[src/rtl/sdram_slot_arbiter.sv]
// sdram_slot_arbiter: slot scheduler sharing one SDRAM core port between
// video/PPU (0), CPU (1) and SPI loader (2). Each slot is SLOT_CYCLES clocks;
// the winner is chosen at the last cycle of a slot and its command is held
// for the whole next slot.
// Optional build macro: SDRAM_ARB_PRIO0_EN gives requester 0 absolute
// priority, with requesters 1 and 2 sharing a round-robin among themselves.
module sdram_slot_arbiter #(
  parameter int unsigned SLOT_CYCLES = 8,
  parameter int unsigned RD_CAPTURE  = 7,
  parameter int unsigned AW          = 25,
  parameter int unsigned DW          = 8
) (
  input  logic              clk,
  input  logic              reset_n,
  input  logic              init,
  input  logic [2:0]        req,
  input  logic [2:0]        we,
  input  logic [3*AW-1:0]   addr,
  input  logic [3*DW-1:0]   din,
  output logic [2:0]        ack,
  output logic [2:0]        rvalid,
  output logic [DW-1:0]     dout,
  output logic              busy,
  output logic              sd_clkref,
  output logic              sd_we,
  output logic              sd_oe,
  output logic [AW-1:0]     sd_addr,
  output logic [DW-1:0]     sd_din,
  input  logic [DW-1:0]     sd_dout
);

  localparam int unsigned CW = $clog2(SLOT_CYCLES);
  localparam logic [CW-1:0] CNT_LAST = CW'(SLOT_CYCLES - 1);
  localparam logic [CW-1:0] CNT_CAP  = CW'(RD_CAPTURE);

  logic [CW-1:0] cnt_q, cnt_d;
  logic [1:0]    ptr_q, ptr_d;
  logic [1:0]    own_q, own_d;
  logic [2:0]    ack_q, ack_d;
  logic [2:0]    rvalid_q, rvalid_d;
  logic [DW-1:0] dout_q, dout_d;
  logic          busy_q, busy_d;
  logic          clkref_q, clkref_d;
  logic          we_q, we_d;
  logic          oe_q, oe_d;
  logic [AW-1:0] addr_q, addr_d;
  logic [DW-1:0] din_q, din_d;

  logic          win_vld;
  logic [1:0]    win_idx;
  logic [1:0]    win_ptr;

  // Modulo-3 increment for the rotation pointer.
  function automatic logic [1:0] nxt3(input logic [1:0] p);
    return (p == 2'd2) ? 2'd0 : p + 2'd1;
  endfunction

  // Pick the winner among the live requests and the pointer value after it.
  always_comb begin
    win_vld = 1'b0;
    win_idx = 2'd0;
    win_ptr = ptr_q;
`ifdef SDRAM_ARB_PRIO0_EN
    if (req[0]) begin
      win_vld = 1'b1;
      win_idx = 2'd0;
    end else if (ptr_q[0] == 1'b0) begin
      if (req[1]) begin
        win_vld = 1'b1;
        win_idx = 2'd1;
      end else if (req[2]) begin
        win_vld = 1'b1;
        win_idx = 2'd2;
      end
    end else begin
      if (req[2]) begin
        win_vld = 1'b1;
        win_idx = 2'd2;
      end else if (req[1]) begin
        win_vld = 1'b1;
        win_idx = 2'd1;
      end
    end
    // 1-bit rotation between requesters 1 and 2, untouched by video grants.
    if (win_idx == 2'd1) win_ptr = 2'd1;
    else if (win_idx == 2'd2) win_ptr = 2'd0;
`else
    if (req[ptr_q]) begin
      win_vld = 1'b1;
      win_idx = ptr_q;
    end else if (req[nxt3(ptr_q)]) begin
      win_vld = 1'b1;
      win_idx = nxt3(ptr_q);
    end else if (req[nxt3(nxt3(ptr_q))]) begin
      win_vld = 1'b1;
      win_idx = nxt3(nxt3(ptr_q));
    end
    win_ptr = nxt3(win_idx);
`endif
  end

  // Next-state: slot timing, grant at slot boundary, read capture.
  always_comb begin
    cnt_d    = cnt_q + CW'(1);
    clkref_d = cnt_d[CW-1];
    ptr_d    = ptr_q;
    own_d    = own_q;
    ack_d    = 3'b000;
    rvalid_d = 3'b000;
    dout_d   = dout_q;
    busy_d   = busy_q;
    we_d     = we_q;
    oe_d     = oe_q;
    addr_d   = addr_q;
    din_d    = din_q;

    if (cnt_q == CNT_LAST) begin
      if (!init && win_vld) begin
        addr_d = addr[win_idx*AW +: AW];
        din_d  = din[win_idx*DW +: DW];
        we_d   = we[win_idx];
        oe_d   = ~we[win_idx];
        busy_d = 1'b1;
        ack_d  = 3'b001 << win_idx;
        ptr_d  = win_ptr;
        own_d  = win_idx;
      end else begin
        we_d   = 1'b0;
        oe_d   = 1'b0;
        busy_d = 1'b0;
      end
    end

    // Uses the current slot's command even when capture coincides with a boundary.
    if ((cnt_q == CNT_CAP) && oe_q) begin
      dout_d   = sd_dout;
      rvalid_d = 3'b001 << own_q;
    end
  end

  // State registers; reset abandons any slot in flight.
  always_ff @(posedge clk or negedge reset_n) begin
    if (!reset_n) begin
      cnt_q    <= '0;
      ptr_q    <= 2'd0;
      own_q    <= 2'd0;
      ack_q    <= 3'b000;
      rvalid_q <= 3'b000;
      dout_q   <= '0;
      busy_q   <= 1'b0;
      clkref_q <= 1'b0;
      we_q     <= 1'b0;
      oe_q     <= 1'b0;
      addr_q   <= '0;
      din_q    <= '0;
    end else begin
      cnt_q    <= cnt_d;
      ptr_q    <= ptr_d;
      own_q    <= own_d;
      ack_q    <= ack_d;
      rvalid_q <= rvalid_d;
      dout_q   <= dout_d;
      busy_q   <= busy_d;
      clkref_q <= clkref_d;
      we_q     <= we_d;
      oe_q     <= oe_d;
      addr_q   <= addr_d;
      din_q    <= din_d;
    end
  end

  assign ack       = ack_q;
  assign rvalid    = rvalid_q;
  assign dout      = dout_q;
  assign busy      = busy_q;
  assign sd_clkref = clkref_q;
  assign sd_we     = we_q;
  assign sd_oe     = oe_q;
  assign sd_addr   = addr_q;
  assign sd_din    = din_q;

endmodule
[config.mk]
export PLATFORM = sky130hd
export DESIGN_NAME = sdram_slot_arbiter
export DESIGN_NICKNAME = d
export VERILOG_FILES = /design/src/rtl/sdram_slot_arbiter.sv
export SDC_FILE = /design/constraint.sdc
export NUM_CORES = 1
export LEC_CHECK = 0
export BUFFER_PORTS_ARGS = -buffer_cell sky130_fd_sc_hd__buf_4
export CAP_MARGIN = 20
export CORE_MARGIN = 2
export CORE_UTILIZATION = 46
export CTS_CLUSTER_DIAMETER = 50
export DETAILED_ROUTE_END_ITERATION = 6
export PLACE_DENSITY = 0.95
export SLEW_MARGIN = 10
export SYNTH_ARGS = -nofsm -noshare
export SYNTH_HDL_FRONTEND = slang
export SYNTH_SLANG_ARGS = --single-unit
[constraint.sdc]
create_clock -name clk -period 2.61 [get_ports clk]
set_input_delay 0 -clock clk [delete_from_list [all_inputs] [get_ports clk]]
set_output_delay 0 -clock clk [all_outputs]
set_load 0.02 [all_outputs]
**Word-level counts from Yosys, hierarchy flattened**

Index checks and enable logic that the tools add are counted.
Widths: inputs -> output; s select.

- Multipliers: 1
- Reductions and logical operators: 4
- Multiplexer cells: 23
- Shift-type cells: 4
- $lt $le $gt $ge: 4
- Bitwise gates (word level): 1
- Eq/ne operators: 4
- Add/subtract/negate cells: 4

Operators by type and width:

| cell | number |
|---|---|
| $shiftx 75x8->25 | 1 |
| $shiftx 24x6->8 | 1 |
| $lt 2x3->1 const B | 4 |
| $mux 2 | 6 |
| $mux 1 | 10 |
| $mux 3 | 3 |
| $bmux 1 s2 | 4 |
| $mul 2x5->7 const B | 1 |
| $add 2x1->2 const B | 3 |
| $eq 2x2->1 const B | 3 |
| $shl 1x2->3 const A | 2 |
| $add 3x1->3 const B | 1 |
| $eq 3x3->1 const B | 1 |
| $logic_and 1x1->1 | 2 |
| $reduce_and 2->1 | 1 |
| $logic_not 1->1 | 1 |
| $not 1->1 | 1 |

- Output and inout bits: 51
- Register bits after elaboration: 58
- Bits of input ports: 116
- Word-level logic and storage cells: 57

**Longest topological paths before layout**

Gate-level depths: netlist (run 1).

- Depth after elaboration: 13
- Depth in mapped cells: 8
- Gate-level depth less buffers: 6

**Worst setup path before layout (run 1)**

Ideal clock, no wire load.

- Kind: reg2reg
- From: register cnt_q[0]
- To: register dout_q[0] (netlist: dout[0])
- Period minus slack after synthesis: 1.624 ns
- Setup time: 0.125 ns
- Data arrival time: 1.499 ns
- Setup slack: 0.986 ns
- Required time: 2.485 ns
- Cell stages (with the launch flop): 6
- Buffers on the path: 1
- Cells stage by stage: dfrtp_1 ha_1 ha_1 nand2_1 clkbuf_1 mux2_2

- Longest elaborated chain between the ends: 2

Ends and longest elaborated chain:

| item | RTL line | source |
|---|---|---|
| from (decl) | 36 | `logic [CW-1:0] cnt_q, cnt_d;` |
| from (signal assigned) | 157 | `cnt_q <= cnt_d;` |
| $eq 3x3->1 | 135 | `if ((cnt_q == CNT_CAP) && oe_q) begin` |
| $logic_and 1x1->1 | 135 |  |
| to (signal assigned) | 162 | `dout_q <= dout_d;` |
| to (decl) | 41 | `logic [DW-1:0] dout_q, dout_d;` |

No other way between the ends.
A chain may end at the register's enable or synchronous reset.

**Final worst setup path (run 1)**

- From: register ptr_q[1]
- To: register addr_q[16] (netlist: sd_addr[16])

- Longest elaborated chain between the ends: 11
- Elaborated cells between the ends (all ways): 22
- Those cells by class: 2 x add/sub; 1 x mul; 2 x eq/ne; 1 x shift; 14 x mux; 2 x reduce/logical

Ends and longest elaborated chain:

| item | RTL line | source |
|---|---|---|
| from (decl) | 37 | `logic [1:0] ptr_q, ptr_d;` |
| from (signal assigned) | 158 | `ptr_q <= ptr_d;` |
| $add 2x1->2 / $eq 2x2->1 (equally long branches) | 55 | `return (p == 2'd2) ? 2'd0 : p + 2'd1;` |
| $mux 2 | 55 |  |
| $add 2x1->2 / $eq 2x2->1 (equally long branches) | 55 |  |
| $mux 2 | 55 |  |
| $bmux 1 s2 | 94 | `end else if (req[nxt3(nxt3(ptr_q))]) begin` |
| $mux 1 (not written as such) | 94 |  |
| $mux 2 / $mux 1 (equally long branches) | 94 |  |
| $mux 2 / $mux 1 (equally long branches) | 91 | `end else if (req[nxt3(ptr_q)]) begin` |
| $mux 2 / $mux 1 (equally long branches) | 88 | `if (req[ptr_q]) begin` |
| $mul 2x5->7 / $logic_and 1x1->1 (equally long branches) | 119, 118 |  |
| $shiftx 75x8->25 / $reduce_and 2->1 (equally long branches) | - |  |
| to (signal assigned) | 167 | `addr_q <= addr_d;` |
| to (decl) | 46 | `logic [AW-1:0] addr_q, addr_d;` |

Parallel ways exist; a longest one is shown, timed or not. The select of a mux whose other input is x is not followed.

==> results of run 1 <==
==> layout by cell type (no fill, tap or decap), types with 3 or more instances in the layout <==
cell type,synthesis,final
inv_1,4,4
dfrtp_1,57,57
a21o_1,6,6
a22oi_1,33,33
buf_4,8,171
nor3_1,3,3
mux2_2,8,8
a21oi_1,67,67
clkbuf_8,0,11
nor2_1,34,34
dlygate4sd3_1,0,89
==> cell usage after synthesis, types with 2 or more instances <==
master     n  area, sq um
a21o_1     6         45.0
a21oi_1   67          335
a21oi_2    2         17.5
a22oi_1   33          248
buf_2      8         40.0
buf_4      8         60.1
dfrtp_1   57         1430
ha_1       2         25.0
inv_1      4         15.0
mux2_2     8         90.1
nand2_1    2         7.51
nand2_2    2         12.5
nand2b_1   2         12.5
nor2_1    34          128
nor2b_1    2         12.5
nor3_1     3         15.0
nor3b_1    2         15.0
==> where the power goes <==
group	total, mW	internal [mW]	switching (mW)
sequential	1.13	1.02	0.109
combinational	1.12	0.559	0.562
clock	0.973	0.586	0.387
==> registers in the layout (all words and copies together) (netlist names), 2 cells and up <==
register  flops
ack           3
cnt_q         2
dout          8
own_q         2
ptr_q         2
rvalid        3
sd_addr      25
sd_din        8
==> worst max-delay path by stage <==
stage | to | slack [ps] | depth (start not counted)
2_1_floorplan | dout[0]$_DFFE_PN0P_ | 990 | 5
3_3_place_gp | sd_addr[21]$_DFFE_PN0P_ | 710 | 6
3_5_place_dp | sd_addr[9]$_DFFE_PN0P_ | 560 | 6
4_1_cts | sd_addr[13]$_DFFE_PN0P_ | 20 | 7
5_1_grt | sd_addr[16]$_DFFE_PN0P_ | -30 | 7
6_report | sd_addr[16]$_DFFE_PN0P_ | 50 | 7
==> final cells by class <==
type / instances / share of cell area
timing repair buffer: 260 / 0.434
clock inverter: 5 / 0.0155
clock buffer: 11 / 0.0302
inverter: 4 / 0.00300
antenna: 1 / 0.000500
multi-input combinational: 176 / 0.213
sequential: 57 / 0.285
tap: 72 / 0.0180
==> routing by layer <==
metal	global-route usage	vias to the layer above
li1	-	1428
met1	0.424	1686
met2	0.698	329
met3	0.114	108
met4	0.310	0
met5	0	-
==> stage by stage <==
stage / instance area [sq um] / setup TNS, ps / hold WS [ps]
2_1_floorplan: 2610 / 0 / -296
3_3_place_gp: 3870 / 0 / 91.5
3_5_place_dp: 3870 / 0 / 95.8
4_1_cts: 4960 / 0 / 0.236
5_1_grt: 5010 / -64.1 / 15.3
6_report: 5010 / 0 / 13.4
==> logic make-up (layout without fill, tap and decap cells) <==
| kind of cell | Yosys count | after routing |
|---|---|---|
| fa+ha+maj | 2 | 2 |
| other cells | 0 | 1 |
| simple gates | 52 | 52 |
| compound gates | 114 | 114 |
| mux | 8 | 8 |
| flops | 57 | 57 |
| buf+inv | 22 | 280 |
==> worst reg2reg max path: cells and delay by family, from the launching register on <==
kind | cells | cell delay [ps]
buf+inv | 2 | 970
simple gates | 3 | 760
flops | 1 | 440
compound gates | 2 | 320
==> timing repair <==
| item | 4_1_cts | 5_1_grt |
|---|---|---|
| hold endpoints to repair | 95 | 1 |
| hold buffers | 86 | 3 |
| gates resized for setup | 0 | 2 |
| setup endpoints to repair | 0 | 17 |
==> impl_metrics.json, run 1 <==
{
  "syn_area_per_cell_sq_um": 10.2,
  "synth-adder-area-share": 0.00960,
  "route.met3.wl_um": 1210,
  "slew_viol_final": 0,
  "grtUsageTotal": 0.409,
  "cp-startpoint": "ptr_q[1]$_DFFE_PN0P_",
  "hp-class": "input pin to register",
  "rr_endpoint": "sd_addr[16]$_DFFE_PN0P_",
  "nets": 626,
  "start_util": 0.474,
  "place.gp.congestion": 0.802,
  "dieArea_sq_mm": 0.00629,
  "p_leak_nw": 2.41,
  "synth.area.mux_share": 0.0345,
  "post_cts.repair.setup_buffers": 0,
  "rr_worst_depth": 7,
  "vias": 3551,
  "finalPower_mw": 3.22,
  "multiInputGateArea_sq_mm": 0.00107,
  "cap_violations": 0,
  "finalCritPeriodShare": 0.980,
  "yosysSeqAreaShare": 0.547,
  "syn_inst": 255,
  "slowest_delay_ps": 630,
  "antenna_found_initial": 1,
  "yosys_warnings": 0,
  "cp_cell_sequence": "nand2_1 -> nand2_2 -> nor2_4 -> buf_4 -> a22oi_1 -> dlygate4sd3_1 -> a21oi_1",
  "num-fill-cells": 185,
  "setup_ws_ps": 51.0,
  "synth-seq-cells": 57,
  "drt_iter0_drc": 336,
  "cts_max_level": 3,
  "cts.sink_count": 57,
  "grt_pass1_vias": 3680,
  "routed_via_density": 6.06,
  "synthSimpleGateAreaFrac": 0.0917,
  "routed_wl_um": 13100,
  "start_kind": "register",
  "synth_top_family_by_area": "compound AO/OA/AOI/OAI gates",
  "drcViolationCount": 0,
  "cts_tree": "yes",
  "rrSetupSlack_ps": 50,
  "synth_xor_area_frac": 0,
  "wl_met2_um": 6610,
  "seqCellArea_sq_mm": 0.00143,
  "fp.coreArea_sq_mm": 0.00551,
  "insertion_delay_ps": 340,
  "clk_pin_slew_worst_paths_ps": 70,
  "place_inst": 480,
  "ys.flop_type": "dfrtp_1",
  "die_x_um": 79.3,
  "setup_violations": 0,
  "max_freq_mhz": 391,
  "cts_made_buffers": 9,
  "powerDensity_mw_per_mm2": 644,
  "status": "completed",
  "fin_worst_skew_ps": 5.69,
  "cts_root_buffer": "clkbuf_8",
  "synthArstFlopShare": 1.00,
  "timing.rr.start": "ptr_q[1]$_DFFE_PN0P_",
  "worst-path-buf-inv": 2,
  "hold_depth": 3,
  "holdPathEnd": "sd_din[7]$_DFFE_PN0P_",
  "synth_edf_count": 0,
  "post-route-min-period_ps": 2560,
  "crit_fanout": 18,
  "synth_fp_nets": 373,
  "row_count": 27,
  "worstPathArrival_ps": 2830,
  "pre_cts_slack_ps": 559,
  "hpwl_um": 5900,
  "met1Wirelength_um": 4190,
  "port_buffers": 166,
  "die_y_um": 79.3,
  "grt_overflow": 0,
  "grt_max_degree": 58,
  "critical_path.top_delay_family": "buffers and inverters",
  "path_class": "register to register",
  "relSlewSlack": 0.515,
  "hold_start": "din[7]",
  "wire_per_inst_um": 22.3,
  "synth_area_sq_mm": 0.00261,
  "grt_pass1_wl_um": 19100,
  "tightest_slew_ps": 727,
  "drive_gt1_frac": 0.394,
  "area_delta_synth_final_pct": 92.0,
  "ir_worst_vdd_mv": 0.462,
  "dr.max_layer_used": "met4",
  "drt-pass1-iter-count": 6,
  "crit_required_ps": 2880,
  "finalHoldViolCount": 0,
  "final_cell_count_no_fill": 586,
  "crit_slowest_cell": "dlygate4sd3_1",
  "pin_count": 167,
  "drtAntennaViolNets": 0,
  "ys_types": 30,
  "cts_max_path_buffers": 2,
  "synth_compound_area_frac": 0.267,
  "fin_util": 0.909,
  "end_kind": "register"
}
Power figures use the tool's default switching activity.
==> inputs of run 2 (changes only) <==
clock period = 3 ns   (was 2.61 ns; I/O delays follow)
==> run 2 against run 1 <==
Hold slack lost 5.1 ps. Largest cell class unchanged. Register-to-register slack improved by 30 ps. Combinational power decreased by 7%. Core utilization fell by 1.5 points. Critical endpoint is now sd_din[0]$_DFFE_PN0P_. Clock power fell by 17%. Fmax is 12% lower.
==> impl_metrics.json, run 2 (same netlist as run 1, synthesis figures left out) <==
{
  "end_kind": "register",
  "rr_endpoint": "sd_din[0]$_DFFE_PN0P_",
  "grtUsageMet3": 0.0784,
  "ir_worst_vdd_mv": 0.491,
  "vias": 3636,
  "cts_root_buffer": "clkbuf_8",
  "grtUsageMet2": 0.695,
  "num_antenna_cells": 0,
  "timing.rr.start": "cnt_q[0]$_DFF_PN0_",
  "relSlewSlack": 0.516,
  "slew_viol_final": 0,
  "post-route-min-period_ps": 2920,
  "cts_tree": "yes",
  "place.gp.congestion": 0.750,
  "setup_ws_ps": 78.5,
  "status": "completed",
  "wire_per_inst_um": 23.8,
  "area_delta_synth_final_pct": 88.8,
  "cts_made_buffers": 9,
  "cp-startpoint": "cnt_q[0]$_DFF_PN0_",
  "num-fill-cells": 214,
  "row_count": 27,
  "tns_ps": 0,
  "start_util": 0.474,
  "placed_cell_area_sq_mm": 0.00388,
  "drt_iter0_drc": 410,
  "fin_worst_skew_ps": 9.84,
  "grt.met1_usage": 0.415,
  "hpwl_um": 5940,
  "p_leak_nw": 2.38,
  "grt_max_degree": 58,
  "grt_pass1_wl_um": 18700,
  "largest_reg_flops": 25,
  "rrSetupSlack_ps": 80,
  "grt_overflow": 0,
  "drtAntennaViolNets": 0,
  "crit_required_ps": 3270,
  "cts_max_level": 3,
  "rr_worst_depth": 8,
  "dieArea_sq_mm": 0.00629,
  "pre_cts_slack_ps": 935,
  "path_class": "register to register",
  "grt_pass1_vias": 3622,
  "drt-pass1-iter-count": 5,
  "seqCellArea_sq_mm": 0.00143,
  "insertion_delay_ps": 340,
  "drcViolationCount": 0,
  "port_buffers": 166,
  "die_y_um": 79.3,
  "drive_gt1_frac": 0.401,
  "antenna_found_initial": 0,
  "worstPathArrival_ps": 3190,
  "final_cell_mix": "buf_4 (172), dlygate4sd3_1 (80), a21oi_1 (67)",
  "tightest_slew_ps": 726,
  "max_freq_mhz": 342,
  "nets": 619,
  "clk_pin_slew_worst_paths_ps": 80,
  "grtUsageTotal": 0.400,
  "final_common_cell": "buf_4",
  "cts_max_path_buffers": 2,
  "crit_end": "sd_din[0]$_DFFE_PN0P_",
  "routed_via_density": 6.29,
  "finalPower_mw": 2.83,
  "pin_count": 167,
  "finalHoldViolCount": 0,
  "fp.coreArea_sq_mm": 0.00551,
  "crit_fanout": 26,
  "multiInputGateArea_sq_mm": 0.00107,
  "start_kind": "register",
  "top_usage_layer": "met2",
  "cts.sink_count": 57,
  "cap_violations": 0,
  "fin_area_sq_mm": 0.00492,
  "setup_violations": 0,
  "die_x_um": 79.3,
  "powerDensity_mw_per_mm2": 575,
  "finalCritPeriodShare": 0.974,
  "hp-class": "input pin to register",
  "routed_wl_um": 13800
}
==> run 2: changes by cell type in the layout (fill, tap and decap cells not counted) <==
cell and change:
dlygate4sd3_1 -9, clkbuf_8 -2, buf_12 +1, buf_4 +1
clkbuf_1 +1, clkinv_2 +1, diode_2 -1
==> run 2: worst max-delay path: stages (launching register included) <==
cell           delay, ps
dfrtp_1              390
ha_1                 210
ha_1                 230
nand2b_1             200
a21o_1               430
buf_4                420
a21oi_1              100
a21oi_1              260
dlygate4sd3_1        620
==> run 2: worst min-delay path by stage <==
stage / slack [ps] / depth (start not counted) / start / endpoint
2_1_floorplan: -300 / 0 / reset_n / ack[0]$_DFF_PN0_
4_1_cts: 0.8 / 3 / addr[35] / sd_addr[10]$_DFFE_PN0P_
6_report: 8 / 3 / addr[21] / sd_addr[21]$_DFFE_PN0P_
3_3_place_gp: 90 / 1 / reset_n / dout[7]$_DFFE_PN0P_
5_1_grt: 20 / 3 / addr[21] / sd_addr[21]$_DFFE_PN0P_
3_5_place_dp: 110 / 1 / reset_n / dout[7]$_DFFE_PN0P_
==> run 2: area by class of cell <==
cell class,count,area share
clock inverters,6,0.0168
inverters,4,0.00305
well taps,72,0.0183
clock buffers,10,0.0259
flip-flops and latches,57,0.290
repair buffers,253,0.429
multi-input cells,176,0.217
==> run 2: per-stage QoR <==
step                       util  hold WS [ps]  std cells
after floorplan               -          -296        255
final                     0.894          8.33        578
after detailed placement  0.704           105        479
after global routing      0.894          21.1        578
after CTS                 0.888         0.809        575
after global placement    0.704          91.4        479
==> run 2: routing by layer <==
metal / up-vias / part of all wire / routed length [um]
li1: 1415 / - / -
met1: 1709 / 0.32 / 4450
met2: 379 / 0.48 / 6630
met3: 133 / 0.10 / 1380
met4: 0 / 0.095 / 1310
met5: - / 0 / 0
==> run 2: report_power, final <==
| part | total (mW) | leakage [nW] | internal [mW] | switching, mW |
|---|---|---|---|---|
| sequential | 0.985 | 0.677 | 0.889 | 0.0966 |
| combinational | 1.04 | 1.60 | 0.518 | 0.517 |
| clock | 0.809 | 0.106 | 0.464 | 0.345 |
| total | 2.83 | 2.38 | 1.87 | 0.958 |
==> run 2: repair_timing <==
item / 4_1_cts / 5_1_grt
buffers inserted: 0 / 3
endpoints found under the setup margin: 0 / 15
gates resized for setup: 0 / 2
hold endpoints to repair: 94 / 0
hold buffers: 80 / 0
